<file path="src/rtl/simple_bus_xbar.sv">
// Fixed-priority request crossbar with registered single-cycle response routing.
// Define SIMPLE_BUS_UNMAPPED_ERR_EN to answer unmapped requests with an error response.
module simple_bus_xbar #(
    parameter int NrDevices    = 1,
    parameter int NrHosts      = 1,
    parameter int DataWidth    = 32,
    parameter int AddressWidth = 32
) (
    input  logic                                     clk_i,
    input  logic                                     rst_ni,
    input  logic [NrHosts-1:0]                       host_req_i,
    output logic [NrHosts-1:0]                       host_gnt_o,
    input  logic [NrHosts-1:0][AddressWidth-1:0]     host_addr_i,
    input  logic [NrHosts-1:0]                       host_we_i,
    input  logic [NrHosts-1:0][DataWidth/8-1:0]      host_be_i,
    input  logic [NrHosts-1:0][DataWidth-1:0]        host_wdata_i,
    output logic [NrHosts-1:0]                       host_rvalid_o,
    output logic [NrHosts-1:0][DataWidth-1:0]        host_rdata_o,
    output logic [NrHosts-1:0]                       host_err_o,
    output logic [NrDevices-1:0]                     device_req_o,
    output logic [NrDevices-1:0][AddressWidth-1:0]   device_addr_o,
    output logic [NrDevices-1:0]                     device_we_o,
    output logic [NrDevices-1:0][DataWidth/8-1:0]    device_be_o,
    output logic [NrDevices-1:0][DataWidth-1:0]      device_wdata_o,
    input  logic [NrDevices-1:0]                     device_rvalid_i,
    input  logic [NrDevices-1:0][DataWidth-1:0]      device_rdata_i,
    input  logic [NrDevices-1:0]                     device_err_i,
    input  logic [NrDevices-1:0][AddressWidth-1:0]   cfg_device_addr_base,
    input  logic [NrDevices-1:0][AddressWidth-1:0]   cfg_device_addr_mask
);
    localparam int HostIdxW = (NrHosts > 1) ? $clog2(NrHosts) : 1;
    localparam int DevIdxW  = (NrDevices > 1) ? $clog2(NrDevices) : 1;
    localparam int BeW      = DataWidth / 8;

    logic                    any_req;
    logic [HostIdxW-1:0]     host_sel;
    logic [AddressWidth-1:0] sel_addr;
    logic                    sel_we;
    logic [BeW-1:0]          sel_be;
    logic [DataWidth-1:0]    sel_wdata;

    logic                    dev_hit;
    logic [DevIdxW-1:0]      dev_sel;
    logic                    dev_route;
    logic                    unmapped;

    logic                    pending_q;
    logic [HostIdxW-1:0]     host_q;
    logic [DevIdxW-1:0]      dev_q;
    logic                    unmapped_q;

    logic                    rsp_valid;
    logic [DataWidth-1:0]    rsp_rdata;
    logic                    rsp_err;

    // Lowest-index requester wins; the loop keeps only the first hit.
    always_comb begin
        any_req    = 1'b0;
        host_sel   = '0;
        host_gnt_o = '0;
        sel_addr   = '0;
        sel_we     = 1'b0;
        sel_be     = '0;
        sel_wdata  = '0;
        for (int h = 0; h < NrHosts; h++) begin
            if (host_req_i[h] && !any_req) begin
                any_req       = 1'b1;
                host_sel      = HostIdxW'(h);
                host_gnt_o[h] = 1'b1;
                sel_addr      = host_addr_i[h];
                sel_we        = host_we_i[h];
                sel_be        = host_be_i[h];
                sel_wdata     = host_wdata_i[h];
            end
        end
    end

    // Without a match dev_sel stays at 0, which is the fallback route.
    always_comb begin
        dev_hit = 1'b0;
        dev_sel = '0;
        for (int d = 0; d < NrDevices; d++) begin
            if (((sel_addr & cfg_device_addr_mask[d]) == cfg_device_addr_base[d]) && !dev_hit) begin
                dev_hit = 1'b1;
                dev_sel = DevIdxW'(d);
            end
        end
    end

`ifdef SIMPLE_BUS_UNMAPPED_ERR_EN
    assign dev_route = any_req & dev_hit;
    assign unmapped  = any_req & ~dev_hit;
`else
    assign dev_route = any_req;
    assign unmapped  = 1'b0;
`endif

    always_comb begin
        for (int d = 0; d < NrDevices; d++) begin
            device_req_o[d]   = dev_route && (dev_sel == DevIdxW'(d));
            device_addr_o[d]  = sel_addr;
            device_we_o[d]    = sel_we;
            device_be_o[d]    = sel_be;
            device_wdata_o[d] = sel_wdata;
        end
    end

    always_ff @(posedge clk_i or negedge rst_ni) begin
        if (!rst_ni) begin
            pending_q  <= 1'b0;
            host_q     <= '0;
            dev_q      <= '0;
            unmapped_q <= 1'b0;
        end else begin
            pending_q <= any_req;
            if (any_req) begin
                host_q     <= host_sel;
                dev_q      <= dev_sel;
                unmapped_q <= unmapped;
            end
        end
    end

    // An unmapped request answers itself: valid with error and zero data.
    always_comb begin
        rsp_valid = 1'b0;
        rsp_rdata = '0;
        rsp_err   = 1'b0;
        for (int d = 0; d < NrDevices; d++) begin
            if (dev_q == DevIdxW'(d)) begin
                rsp_valid = device_rvalid_i[d];
                rsp_rdata = device_rdata_i[d];
                rsp_err   = device_err_i[d];
            end
        end
        if (unmapped_q) begin
            rsp_valid = 1'b1;
            rsp_rdata = '0;
            rsp_err   = 1'b1;
        end
        host_rvalid_o = '0;
        host_rdata_o  = '0;
        host_err_o    = '0;
        for (int h = 0; h < NrHosts; h++) begin
            if (pending_q && (host_q == HostIdxW'(h))) begin
                host_rvalid_o[h] = rsp_valid;
                host_rdata_o[h]  = rsp_rdata;
                host_err_o[h]    = rsp_err;
            end
        end
    end
endmodule

</file>
<file path="config.mk">
export PLATFORM = sky130hd
export DESIGN_NAME = simple_bus_xbar
export DESIGN_NICKNAME = d
export VERILOG_FILES = /design/src/rtl/simple_bus_xbar.sv
export SDC_FILE = /design/constraint.sdc
export NUM_CORES = 1
export LEC_CHECK = 0
export CORE_AREA = 2 2 108 110
export DETAILED_ROUTE_END_ITERATION = 12
export DIE_AREA = 0 0 110 112
export GPL_TIMING_DRIVEN = 0
export SLEW_MARGIN = 20
export SYNTH_ARGS = -nofsm -noshare
export SYNTH_HDL_FRONTEND = slang
export SYNTH_SLANG_ARGS = --single-unit
export TNS_END_PERCENT = 30
</file>
<file path="constraint.sdc">
create_clock -name clk_i -period 0.9 [get_ports clk_i]
set_input_delay 0.18 -clock clk_i [delete_from_list [all_inputs] [get_ports clk_i]]
set_output_delay 0.18 -clock clk_i [all_outputs]
set_load 0.01 [all_outputs]
</file>
# [Yosys cells after proc, flatten, opt, wreduce, memory -nomap -nowiden]
# Cells that the tools add are included.
[totals] output_inout_bits=105 in_bits=170 ff_bits=1 word_cells=9
[classes] mux=8
[ops] operator="$mux 32" n=3
[ops] operator="$mux 1" n=4
[ops] operator="$mux 4" n=1

# [Longest topological paths before layout]
[logic_depth] ltp_word=1 ltp_mapped=3 depth_no_buf=1

# [Worst setup path before layout]
# Ideal clock, no wire load.
[synth_timing] path_type="flip-flop to output port" startpoint="register pending_q" endpoint="output port host_err_o" stages_incl_launch_ff=3 n_path_buf=1 required_time_ps=720 path_slack_ps=19 arrival_ps=701 cell_sequence="dfrtp_1 -> buf_2 -> and2_1"
[synth_via] elab_chain_cells=1
[synth_rtl] element="from (decl)" line="47" rtl="logic pending_q;"
[synth_rtl] element="from (signal assigned)" line="115" rtl="pending_q <= any_req;"
[synth_rtl] element="$mux 1" line="145" rtl="if (pending_q && (host_q == HostIdxW'(h))) begin"
[synth_rtl] element="to (decl)" line="19" rtl="output logic [NrHosts-1:0] host_err_o,"
# Every way passes these cells.

==> impl_metrics.yaml <==
timing:
  fin_ws_ps: -169.8
  clock.fmax_mhz: 934.7
  grt_setup_unrepaired: "yes"
  finalSetupViolCount: 55
  worst_slew_pin_slew_ps: 224.5
  final_max_slew_viol_count: 0
  final-hold-violation-count: 0
  timing.max_slew.rel_slack_pct: 85.04
  layout_worst_path_cycle_share_pct: 118.9
  finalCriticalPeriod_ps: 1070
worst_setup_path:
  required_ps: 720
  worst_path_dominant_cell_family: "buffers and inverters"
  cpPeakStageDelay_ps: 470
  crit_type: "in2out"
  startpoint_type: "primary input"
  worst-path-max-fanout: 1
  critical-path-slowest-cell: "sky130_fd_sc_hd__clkdlybuf4s50_1"
  critical_path.endpoint_type: "output port"
  crit_chain: "clkdlybuf4s50_1, and2_1, buf_2"
  worst_path_bufs_invs: 2
  critPathArrivalTime_ps: 890
power:
  pwr_density_cell_nw_per_um2: 461.8
  post-layout-total-power_mw: 1.521
  power.static_leakage_nw: 1.724
  ir_drop_mv: 0.1505
global_route:
  grt_antenna_before_repair: 0
  gr_ovfl_total: 0
  largest_net_degree_at_the_start_of_global_routing: 8
  grt_pass1_vias: 1649
  grt_usage_pct: 8.092
  grt_pass1_wl_mm: 8.024
min_path:
  hold_path_class: "in2async"
final_layout:
  layout.cells.most_common: "sky130_fd_sc_hd__and2_4"
  reg_top3: "pending_q (1)"
  syn2layout_area_growth_pct: 329.4
  antenna_cells_inserted: 0
  final_design_area_no_fill_um2: 3293
  drive_gt1_share_pct: 61.58
  largest-register: "pending_q"
  final_util_pct: 29.47
  layout.cells.most_common_list: "sky130_fd_sc_hd__and2_4, sky130_fd_sc_hd__buf_6, sky130_fd_sc_hd__dlygate4sd2_1"
  largest_register_ffs: 1
  design.final.nets: 513
  finish.cell_count_without_fillers: 484
place:
  io_buffers: 210
  place.detailed.hpwl_mm: 4.533
  dpl_cell_area_um2: 3048
  place.detailed.instances: 469
  place_congestion: 0.6453
floorplanning:
  floorplan.rows: 39
  core-area_um2: 11170
  die_area_um2: 12320
  io_pins: 275
  width_of_the_chip_um: 110
  fp.dieH_um: 112
  floorplan.initialDensity_pct: 6.864
route:
  post_drt_wl_per_cell_um: 11.85
  initial_drc_count: 22
  totalWireLength_mm: 5.734
  detail_route.first_pass.iterations: 4
  ant_nets: 0
  drc: 0
  post_drt_via_cell_ratio: 3.378
  vias: 1635
yosys:
  post-synth-top-area-fraction_pct: 70.96
  syn-mean-instance-area_um2: 6.612
  cell_taking_the_most_area_after_synthesis: "sky130_fd_sc_hd__and2_1"
  ys_seq_area_share_pct: 3.263
  yosys_register_bits: 1
  synth_top_area_cells: "sky130_fd_sc_hd__and2_1, sky130_fd_sc_hd__and2_2, sky130_fd_sc_hd__clkbuf_2"
  warnings_from_yosys: 0
  ys_types: 7
  synth_fp_nets: 286
  synthesis.instances: 116
  synth_area_um2: 767.0
clock_network:
  holdBufCountCts: 0
  clkSlewWorstSetupHoldPaths_ps: 0
status:
  outcome: "finished, violations left"
  violations: "setup timing"
run:
  max_cap_violations: 0
==> power by group <==
part           total (mW)  switching (mW)  internal (mW)  leakage (nW)
registers          0.0568         0.00828         0.0485        0.0107
clock network           0               0              0             0
logic                1.46           0.464           1.00          1.71
total                1.52           0.472           1.05          1.72
==> worst paths after layout <==
path / cells past startpoint / slack (ps) / endpoint / start
min in group clk_i: 2 / 450 / pending_q$_DFF_PN0_ / host_req_i
worst min-delay path: 1 / 330 / pending_q$_DFF_PN0_ / rst_ni
worst max-delay path: 3 / -170 / host_rdata_o[27] / device_rdata_i[27]
max in group asynchronous: 1 / 460 / pending_q$_DFF_PN0_ / rst_ni
==> layout make-up <==
type | instances | area (um^2)
tap | 143 | 178.9
buffer | 12 | 148.9
fill | 1213 | 7881
sequential | 1 | 26.28
timing repair buffer | 225 | 2105
multi-input combinational | 103 | 834.6
==> synthesized netlist by cell type <==
library cell / number
sky130_fd_sc_hd__buf_6: 2
sky130_fd_sc_hd__buf_4: 2
sky130_fd_sc_hd__dfrtp_1: 1
sky130_fd_sc_hd__clkbuf_2: 5
sky130_fd_sc_hd__and2_1: 87
sky130_fd_sc_hd__buf_2: 3
sky130_fd_sc_hd__and2_2: 16
==> per-layer routing <==
| layer | global-route usage (%) | part of all wire, % | up-vias |
|---|---|---|---|
| met1 | 7.394 | 29 | 714 |
| met3 | 1.874 | 14 | 0 |
| met4 | 0 | 0 | 0 |
| met5 | 0 | 0 | - |
| met2 | 17.96 | 57 | 132 |
| li1 | - | - | 789 |
==> repair_timing <==
action | CTS | global route
setup endpoints to repair | 106 | 93
pin swaps | 67 | 16
buffers inserted | 5 | 0
gates resized for setup | 624 | 57
cloned | 10 | 0
==> logic make-up (layout without fill, tap and decap cells) <==
logic type             after synthesis  count (layout)  synth area share, %
buffers and inverters               12             237                10.11
DFF                                  1               1                3.262
and+or+nand+nor                    103             103                86.62
==> metrics by stage <==
stage | setup TNS, ps | setup WS (ps) | hold WS, ps
3_3_place_gp | -107750 | -1293 | 333.6
5_1_grt | -8321 | -202.4 | 341.9
3_5_place_dp | -109000 | -1295 | 335.6
4_1_cts | -8229 | -196.6 | 335.7
6_report | -6836 | -169.8 | 331.7
2_1_floorplan | 0 | 19.16 | -115.6
(Power assumes the default switching activity.)
